==> src/rtl/async_fifo_pkg.sv <==
// Shared helpers for the async FIFO pointer stages: pointer width
// derivation and binary-to-Gray conversion.
package async_fifo_pkg;

    // Address width for a FIFO of the given depth.
    function automatic int addr_width(input int depth);
        return $clog2(depth);
    endfunction

    // Pointer width: one extra bit tells the laps apart, so full != empty.
    function automatic int ptr_width(input int depth);
        return $clog2(depth) + 1;
    endfunction

    // Binary to reflected Gray; callers truncate the result to their width.
    function automatic logic [31:0] bin2gray(input logic [31:0] bin);
        return bin ^ (bin >> 1);
    endfunction

endpackage

==> src/rtl/g2b_core.sv <==
// Combinational Gray-to-binary converter for a FIFO pointer of DEPTH entries.
// Each binary bit is the XOR of the Gray bits at and above its position.
module g2b_core
    import async_fifo_pkg::*;
#(
    parameter int DEPTH = 32
) (
    input  logic [$clog2(DEPTH):0] gray_i,
    output logic [$clog2(DEPTH):0] bin_o
);

    localparam int PW = ptr_width(DEPTH);

    // Prefix-XOR from the MSB downward.
    for (genvar i = 0; i < PW; i++) begin : g_bit
        assign bin_o[i] = ^gray_i[PW-1:i];
    end

endmodule

==> src/rtl/async_fifo_rptr_empty.sv <==
// Read-side pointer and empty-flag stage of the async FIFO.
// Synchronizes the write Gray pointer into clk_i, keeps the read pointers,
// and registers empty / almost-empty / read-count for the consumer.
module async_fifo_rptr_empty
    import async_fifo_pkg::*;
#(
    parameter int DEPTH     = 32,
    parameter int AE_THRESH = 4
) (
    input  logic                     clk_i,
    input  logic                     rst_n_i,
    input  logic                     rd_en_i,
    input  logic [$clog2(DEPTH):0]   wptr_gray_i,
    output logic [$clog2(DEPTH):0]   rptr_gray_o,
    output logic [$clog2(DEPTH)-1:0] raddr_o,
    output logic                     empty_o,
    output logic                     almost_empty_o,
    output logic [$clog2(DEPTH):0]   rd_count_o
);

    localparam int AW = addr_width(DEPTH);
    localparam int PW = ptr_width(DEPTH);

    logic [PW-1:0] sync1_q;
    logic [PW-1:0] wq2_gray_q;
    logic [PW-1:0] wq2_bin;
    logic [PW-1:0] rbin_q,  rbin_d;
    logic [PW-1:0] rgray_q, rgray_d;
    logic [PW-1:0] count_q, count_d;
    logic          empty_q, empty_d;
    logic          ae_q,    ae_d;
    logic          rd_fire;

    // Two-flop synchronizer for the write pointer; no logic between stages.
    always_ff @(posedge clk_i or negedge rst_n_i) begin
        if (!rst_n_i) begin
            sync1_q    <= '0;
            wq2_gray_q <= '0;
        end else begin
            sync1_q    <= wptr_gray_i;
            wq2_gray_q <= sync1_q;
        end
    end

    g2b_core #(
        .DEPTH (DEPTH)
    ) u_g2b (
        .gray_i (wq2_gray_q),
        .bin_o  (wq2_bin)
    );

    // Next read pointer and flags; a read while empty is silently dropped.
    always_comb begin
        rd_fire = rd_en_i & ~empty_q;
        rbin_d  = rbin_q + PW'(rd_fire);
        rgray_d = PW'(bin2gray(32'(rbin_d)));
        count_d = wq2_bin - rbin_d;
        empty_d = (rgray_d == wq2_gray_q);
        ae_d    = (count_d <= PW'(AE_THRESH));
    end

    // Read pointer and status registers; empty and almost-empty reset high.
    always_ff @(posedge clk_i or negedge rst_n_i) begin
        if (!rst_n_i) begin
            rbin_q  <= '0;
            rgray_q <= '0;
            count_q <= '0;
            empty_q <= 1'b1;
            ae_q    <= 1'b1;
        end else begin
            rbin_q  <= rbin_d;
            rgray_q <= rgray_d;
            count_q <= count_d;
            empty_q <= empty_d;
            ae_q    <= ae_d;
        end
    end

    // Outputs come straight from registers; raddr is the current read entry.
    always_comb begin
        rptr_gray_o    = rgray_q;
        raddr_o        = rbin_q[AW-1:0];
        empty_o        = empty_q;
        almost_empty_o = ae_q;
        rd_count_o     = count_q;
    end

endmodule
==> config.mk <==
export PLATFORM = sky130hd
export DESIGN_NAME = async_fifo_rptr_empty
export DESIGN_NICKNAME = d
export VERILOG_FILES = /design/src/rtl/async_fifo_pkg.sv /design/src/rtl/g2b_core.sv /design/src/rtl/async_fifo_rptr_empty.sv
export SDC_FILE = /design/constraint.sdc
export NUM_CORES = 1
export LEC_CHECK = 0
export ABC_CLOCK_PERIOD_IN_PS = 2800
export BUFFER_PORTS_ARGS = -buffer_cell sky130_fd_sc_hd__buf_4
export CAP_MARGIN = 10
export CORE_MARGIN = 5
export CORE_UTILIZATION = 30
export DETAILED_ROUTE_END_ITERATION = 16
export GPL_TIMING_DRIVEN = 0
export HOLD_SLACK_MARGIN = 0.12
export PLACE_DENSITY = 0.55
export SYNTH_ARGS = -nofsm -noshare
export SYNTH_HDL_FRONTEND = slang
export SYNTH_SLANG_ARGS = --single-unit
==> constraint.sdc <==
create_clock -name clk_i -period 2.8 [get_ports clk_i]
set_input_delay 0.56 -clock clk_i [delete_from_list [all_inputs] [get_ports clk_i]]
set_output_delay 0.56 -clock clk_i [all_outputs]
set_load 0.005 [all_outputs]
==> flow_metrics.tcl, run 1 <==
set metrics [dict create \
    outcome "finished clean" \
    antenna_found_initial 0 \
    syn-cell-area_um2 1600 \
    die_x_um 82.9 \
    via_per_inst 4.68 \
    whs_ps 199 \
    drcViolationCount 0 \
    drv_slew 0 \
    cap_violations 0 \
    cp.arrival_ps 3000 \
    cts_made_buffers 5 \
    grt_util_met3 0.0317 \
    multiInputGateArea_um2 851 \
    syn2layout_area_growth_pct 36.3 \
    rows 26 \
    cp_max_fo 3 \
    fin_cells 242 \
    yosysWarnings 0 \
    fin_worst_skew_ps 2.02 \
    ir_drop_uv 641 \
    n_antenna_cell 0 \
    clkSinkCount 31 \
    stdcell_area_um2 2170 \
    powerDensity_nw_per_um2 1240 \
    htreeDepth 2 \
    rsz0062_at_grt "yes" \
    synth_cell_types 48 \
    io_buffer_count 27 \
    grt-ovfl-total 0 \
    wirelength_um 3280 \
    cts.hold.buffers_added 0 \
    core_area_um2 5140 \
    timing.fmax_ghz 0.359 \
    die_h_um 82.9 \
    die-area_um2 6880 \
    syn_nets 141 \
    avgSynthCellArea_um2 12.6 \
    grt_max_degree 32 \
    slowest_stage "xnor3_2" \
    hpwl_um 2180 \
    cts_tree "built" \
    ant_nets 0 \
    post_dp_cell_area_um2 1910 \
    synthCells 127 \
    clk_pin_slew_ps 60 \
    cp-end-kind "flip-flop" \
    worstSkewPairLatency_ps 280 \
    place_inst 224 \
    io_pins 28 \
    drt_iter0_markers 43 \
    power_w 0.00270 \
    initial_core_util 0.310 \
    yosysSeqAreaShare 0.488 \
    clk_path_buf_depth 2 \
    fillCellCount 503 \
    cpPeakStageDelay_ps 430 \
    hold_viol 0 \
    ys.flop_type "dfrtp_1" \
    finalSetupViolations 0 \
    num_vias 1133 \
    synth_seq_cells 31 \
    nets 185 \
    globalRouteTotalUtil 0.0997 \
    place_congestion 0.739 \
    tightest_slew_ps 420 \
    timing.final.crit_share 0.995 \
    grt.busiest_layer "met2" \
    required_ps 3010 \
    grt_pass1_vias 1140 \
    fin_setup_tns_ps 0 \
    async_flop_share 1.00 \
    drive_above_1_share 0.465 \
    met1_usage 0.121 \
    cp_cell_sequence "xnor3_2 > xnor2_4 > inv_1 > ha_4 > nor2b_4 > o211ai_1 > maj3_2 > a31o_1 > o32ai_2 > mux2i_1" \
    grt_util_met2 0.159 \
    grt_pass1_wl_um 5470 \
    wl_per_cell_um 13.5 \
    ff_latch_area_um2 779 \
    slew_headroom 0.718 \
    hold_path_class "in2async" \
    finalCriticalPeriod_ps 2790 \
    clk_root_buffer_cell "clkbuf_8" \
    synth_edf_count 0 \
    critPathKind "reg2reg" \
    cp-start-kind "flip-flop" \
    dr.pass1.iters 4 \
    leakage_nw 0.942 \
]
==> state kept, by name, indices dropped and copies added, names as in the netlist <==
name,count
empty_o,1
rd_count_o,6
wq2_gray_q,6
almost_empty_o,1
rbin_q,6
sync1_q,6
rptr_gray_o,5
==> worst paths after layout <==
check                                   startpoint                        to  slack (ps)  depth (start not counted)
max in group asynchronous                  rst_n_i         empty_o$_DFF_PN1_        2270                          1
max                        wq2_gray_q[5]$_DFF_PN0_  almost_empty_o$_DFF_PN1_          10                         10
min reg2reg                   sync1_q[5]$_DFF_PN0_   wq2_gray_q[5]$_DFF_PN0_         350                          0
min                                        rst_n_i      sync1_q[4]$_DFF_PN0_         200                          1
max reg2reg                wq2_gray_q[5]$_DFF_PN0_  almost_empty_o$_DFF_PN1_          10                         10
min in group clk_i            sync1_q[5]$_DFF_PN0_   wq2_gray_q[5]$_DFF_PN0_         350                          0
==> final cells by class <==
class                      count  share of cell area
multi-input combinational     81               0.391
sequential                    31               0.358
clock buffer                   8              0.0460
tap                           70              0.0403
timing repair buffer          38               0.131
buffer                         3              0.0127
inverter                      11              0.0201
==> stage by stage <==
step | utilization | setup slack [ps]
global route | 0.423 | -123
global placement | 0.371 | -372
finish | 0.423 | 13.4
floorplan | - | -16.4
CTS | 0.412 | -46.4
detailed placement | 0.371 | -421
==> power by group <==
group | internal (W) | leakage [nW] | total [W] | switching (W)
registers | 0.000600 | 0.362 | 0.000685 | 0.0000851
logic | 0.000815 | 0.529 | 0.00164 | 0.000821
clock network | 0.000224 | 0.0515 | 0.000382 | 0.000158
total | 0.00164 | 0.942 | 0.00270 | 0.00106
==> metal layers <==
layer	vias to the layer above	wire, um
li1	534	-
met1	561	1390
met2	32	1650
met3	6	170
met4	0	68
met5	-	0
==> placed cells by master, fill, tap and decap left out, drive strengths merged, types with 2 or more instances in the layout <==
master and count:
o2111ai 4, xnor3 2, clkbuf 8, ha 4, nor3 3, o21ai 2, a2111oi 2, a211oi 3
dfstp 2, nand3 4, nor2b 2, or3 2, xnor2 18, inv 11, xor2 4, dfrtp 29
a21oi 4, nor2 7, buf 41
==> worst max-delay path, delay by kind of cell, from the launching register on <==
family | cells | cell delay, ps
XOR/XNOR | 2 | 650
buffers and inverters | 1 | 100
flip-flops | 1 | 420
adder cells (fa/ha/maj) | 2 | 620
AO/OA/AOI/OAI | 3 | 540
multiplexers | 1 | 240
AND/OR/NAND/NOR | 1 | 160
==> cells in the mapped netlist, types with 2 or more instances <==
cell type	n	area (um2)
dfrtp_1	29	726
xnor2_1	18	158
inv_1	8	30.0
nor2_1	5	18.8
a21oi_1	4	20.0
ha_1	4	50.1
o2111ai_1	4	35.0
nand3_1	3	15.0
nor3_1	3	15.0
a2111oi_2	2	30.0
a211oi_1	2	15.0
buf_6	2	22.5
dfstp_2	2	52.6
inv_2	2	7.51
nor2_2	2	12.5
nor2b_1	2	12.5
o21ai_0	2	10.0
or3_1	2	12.5
xor2_1	2	17.5
==> repair_timing <==
action,CTS,global route
cloned,0,0
setup endpoints to repair,3,2
buffers inserted,8,3
pin swaps,10,5
gates resized for setup,10,5
==> kinds of logic (layout without fill, tap and decap cells) <==
family	after synthesis	after routing	share of synthesized area
flip-flops	31	31	0.488
AO/OA/AOI/OAI	25	25	0.136
XOR/XNOR	25	25	0.182
AND/OR/NAND/NOR	24	24	0.0886
buffers and inverters	15	60	0.0478
adder cells (fa/ha/maj)	6	6	0.0510
multiplexers	1	1	0.00627
(Power assumes the default switching activity.)
==> run 2: changes to the inputs <==
--- a/config.mk
+++ b/config.mk
@@ -16,4 +16,5 @@
 export PLACE_DENSITY = 0.55
 export SYNTH_ARGS = -nofsm -noshare
 export SYNTH_HDL_FRONTEND = slang
+export SYNTH_HIERARCHICAL = 1
 export SYNTH_SLANG_ARGS = --single-unit
==> flow_metrics.tcl, run 2 <==
set metrics [dict create \
    outcome "finished with violations" \
    failed_checks "negative setup slack" \
    r2r_slack_ps -10 \
    clkPwrFrac 0.178 \
    dr.pass1.iters 4 \
    via_per_inst 4.10 \
    hpwl_um 2030 \
    num_vias 901 \
    htreeDepth 2 \
    ir_drop_uv 281 \
    synth_top_area_frac 0.492 \
    avgSynthCellArea_um2 13.2 \
    drt_iter0_markers 43 \
    worstSkewPairLatency_ps 280 \
    layout_common_cells "35 x buf_4, 29 x dfrtp_1, 15 x xnor2_1" \
    finalWorstSetupSlack_ps -12.8 \
    drcViolationCount 0 \
    nets 166 \
    hold_path_class "in2async" \
    die_h_um 80.1 \
    required_ps 2970 \
    intPower_w 0.00160 \
    grt-ovfl-total 0 \
    drv_slew 0 \
    combPwrFrac 0.552 \
    initial_core_util 0.310 \
    r2r-end "almost_empty_o$_DFF_PN1_" \
    n_antenna_cell 0 \
    powerDensity_nw_per_um2 1280 \
    cap_violations 0 \
    synth_edf_count 0 \
    r2r_start "wq2_gray_q[3]$_DFF_PN0_" \
    synth_seq_cells 31 \
    rows 25 \
    timing.fmax_ghz 0.356 \
    synthCells 112 \
    fin_setup_tns_ps -12.8 \
    synth.most_common_cell "dfrtp_1" \
    yosysSeqAreaShare 0.528 \
    io_buffer_count 27 \
    clk_root_buffer_cell "clkbuf_8" \
    slew_headroom 0.692 \
    cts_tree "built" \
    ys.flop_type "dfrtp_1" \
    wl_per_cell_um 12.6 \
    rsz0062_at_grt "yes" \
    sw_frac_of_total 0.367 \
    synth_cell_types 31 \
    critPathKind "reg2reg" \
    fin_worst_skew_ps 8.40 \
    die-area_um2 6420 \
    leakage_nw 0.890 \
    ant_nets 0 \
    tightest_slew_ps 460 \
    p_switching_w 0.000929 \
    cp-start-kind "flip-flop" \
    layout_commonest_cell "buf_4" \
    drive_above_1_share 0.425 \
    place_congestion 0.794 \
    yosysWarnings 6 \
    globalRouteTotalUtil 0.100 \
    synth_common_cells "29 x dfrtp_1, 16 x xnor2_1, 10 x inv_1" \
    die_x_um 80.1 \
    syn-cell-area_um2 1480 \
    hold_viol 0 \
    clk_path_buf_depth 2 \
    clk_pin_slew_ps 70 \
    cts_made_buffers 5 \
    synthTopCellsByArea "dfrtp_1 49%, xnor2_1 9.5%, xor2_1 4.7%" \
    finalSetupViolations 1 \
    wirelength_um 2780 \
    cp.arrival_ps 2980 \
    clkSinkCount 31 \
    power.share.sequential 0.271 \
    async_flop_share 1.00 \
    yosysTopAreaCell "dfrtp_1" \
    grt_pass1_vias 987 \
    timing.final.crit_share 1.00 \
    finalCriticalPeriod_ps 2810 \
    rr_worst_depth 9 \
    finalCoreUtilization 0.415 \
    syn_nets 126 \
    core_area_um2 4750 \
    grt_max_degree 32 \
    antenna_found_initial 0 \
    io_pins 28 \
    syn2layout_area_growth_pct 33.8 \
    cp-end-kind "flip-flop" \
    cp_max_fo 2 \
    grt_pass1_wl_um 4750 \
]
## run 2: power by group through the flow
stage                     combinational (W)  clock [W]  sequential, W
after floorplan                    0.000884          0       0.000696
after global placement              0.00127          0       0.000685
after detailed placement            0.00128          0       0.000692
after CTS                           0.00138   0.000463       0.000685
after global routing                0.00155   0.000486       0.000703
final                               0.00140   0.000450       0.000686
## run 2: stage by stage
stage          setup slack, ps  total power (W)  cell area (um2)  hold slack [ps]  cells
2_1_floorplan             11.1          0.00158             1490              264    112
3_3_place_gp              -251          0.00196             1770              334    206
3_5_place_dp              -290          0.00198             1770              335    206
4_1_cts                  -44.4          0.00253             1950              206    219
5_1_grt                   -180          0.00274             1970              225    220
6_report                 -12.8          0.00253             1970              203    220
## run 2: critical path, stage by stage (launching register included)
cell and delay, ps:
dfrtp_1 360, xor3_2 460, xnor3_1 210, inv_1 50
ha_2 190, fa_2 400, maj3_2 300, maj3_2 330
xnor2_2 160, a2111oi_2 240
## run 2: worst max path at each step
stage	from	endpoint	slack (ps)	depth (start not counted)
3_3_place_gp	rd_en_i	almost_empty_o$_DFF_PN1_	-250	9
2_1_floorplan	wq2_gray_q[4]$_DFF_PN0_	almost_empty_o$_DFF_PN1_	10	9
6_report	wq2_gray_q[3]$_DFF_PN0_	almost_empty_o$_DFF_PN1_	-10	9
5_1_grt	wq2_gray_q[3]$_DFF_PN0_	almost_empty_o$_DFF_PN1_	-180	10
4_1_cts	wq2_gray_q[3]$_DFF_PN0_	almost_empty_o$_DFF_PN1_	-40	9
3_5_place_dp	rd_en_i	almost_empty_o$_DFF_PN1_	-290	9
## run 2: cell families (layout without fill, tap and decap cells)
kind of cell    Yosys count  count (layout)  share of synthesized area
buf+inv                  14              55                     0.0416
simple gates             21              21                     0.0713
xor+xnor                 30              30                      0.249
fa+ha+maj                 7               7                     0.0611
flops                    31              31                      0.528
compound gates            9               9                     0.0492
## run 2: what timing repair did
| action | 4_1_cts | 5_1_grt |
|---|---|---|
| pin swaps | 8 | 2 |
| setup endpoints to repair | 1 | 2 |
| hold endpoints to repair | 0 | 0 |
| hold buffers | 0 | 0 |
| gates cloned | 0 | 0 |
| buffers inserted | 5 | 2 |
| gates resized for setup | 5 | 2 |
## run 2: cell type report
cell class                      count  area, um2
Clock inverter                      2       35.0
Timing Repair Buffer               33        248
Sequential cell                    31        778
Inverter                           11       41.3
Tap cell                           67       83.8
Multi-Input combinational cell     67        686
Buffer                              3       20.0
Clock buffer                        6       82.6
Fill cell                         455       2780
## run 2: routing by layer
metal	up-vias	global-route usage	share of wire
met5	-	0	0
met4	0	0.0659	0.031
met3	6	0.0303	0.047
met2	18	0.160	0.51
met1	442	0.116	0.42
li1	435	-	-
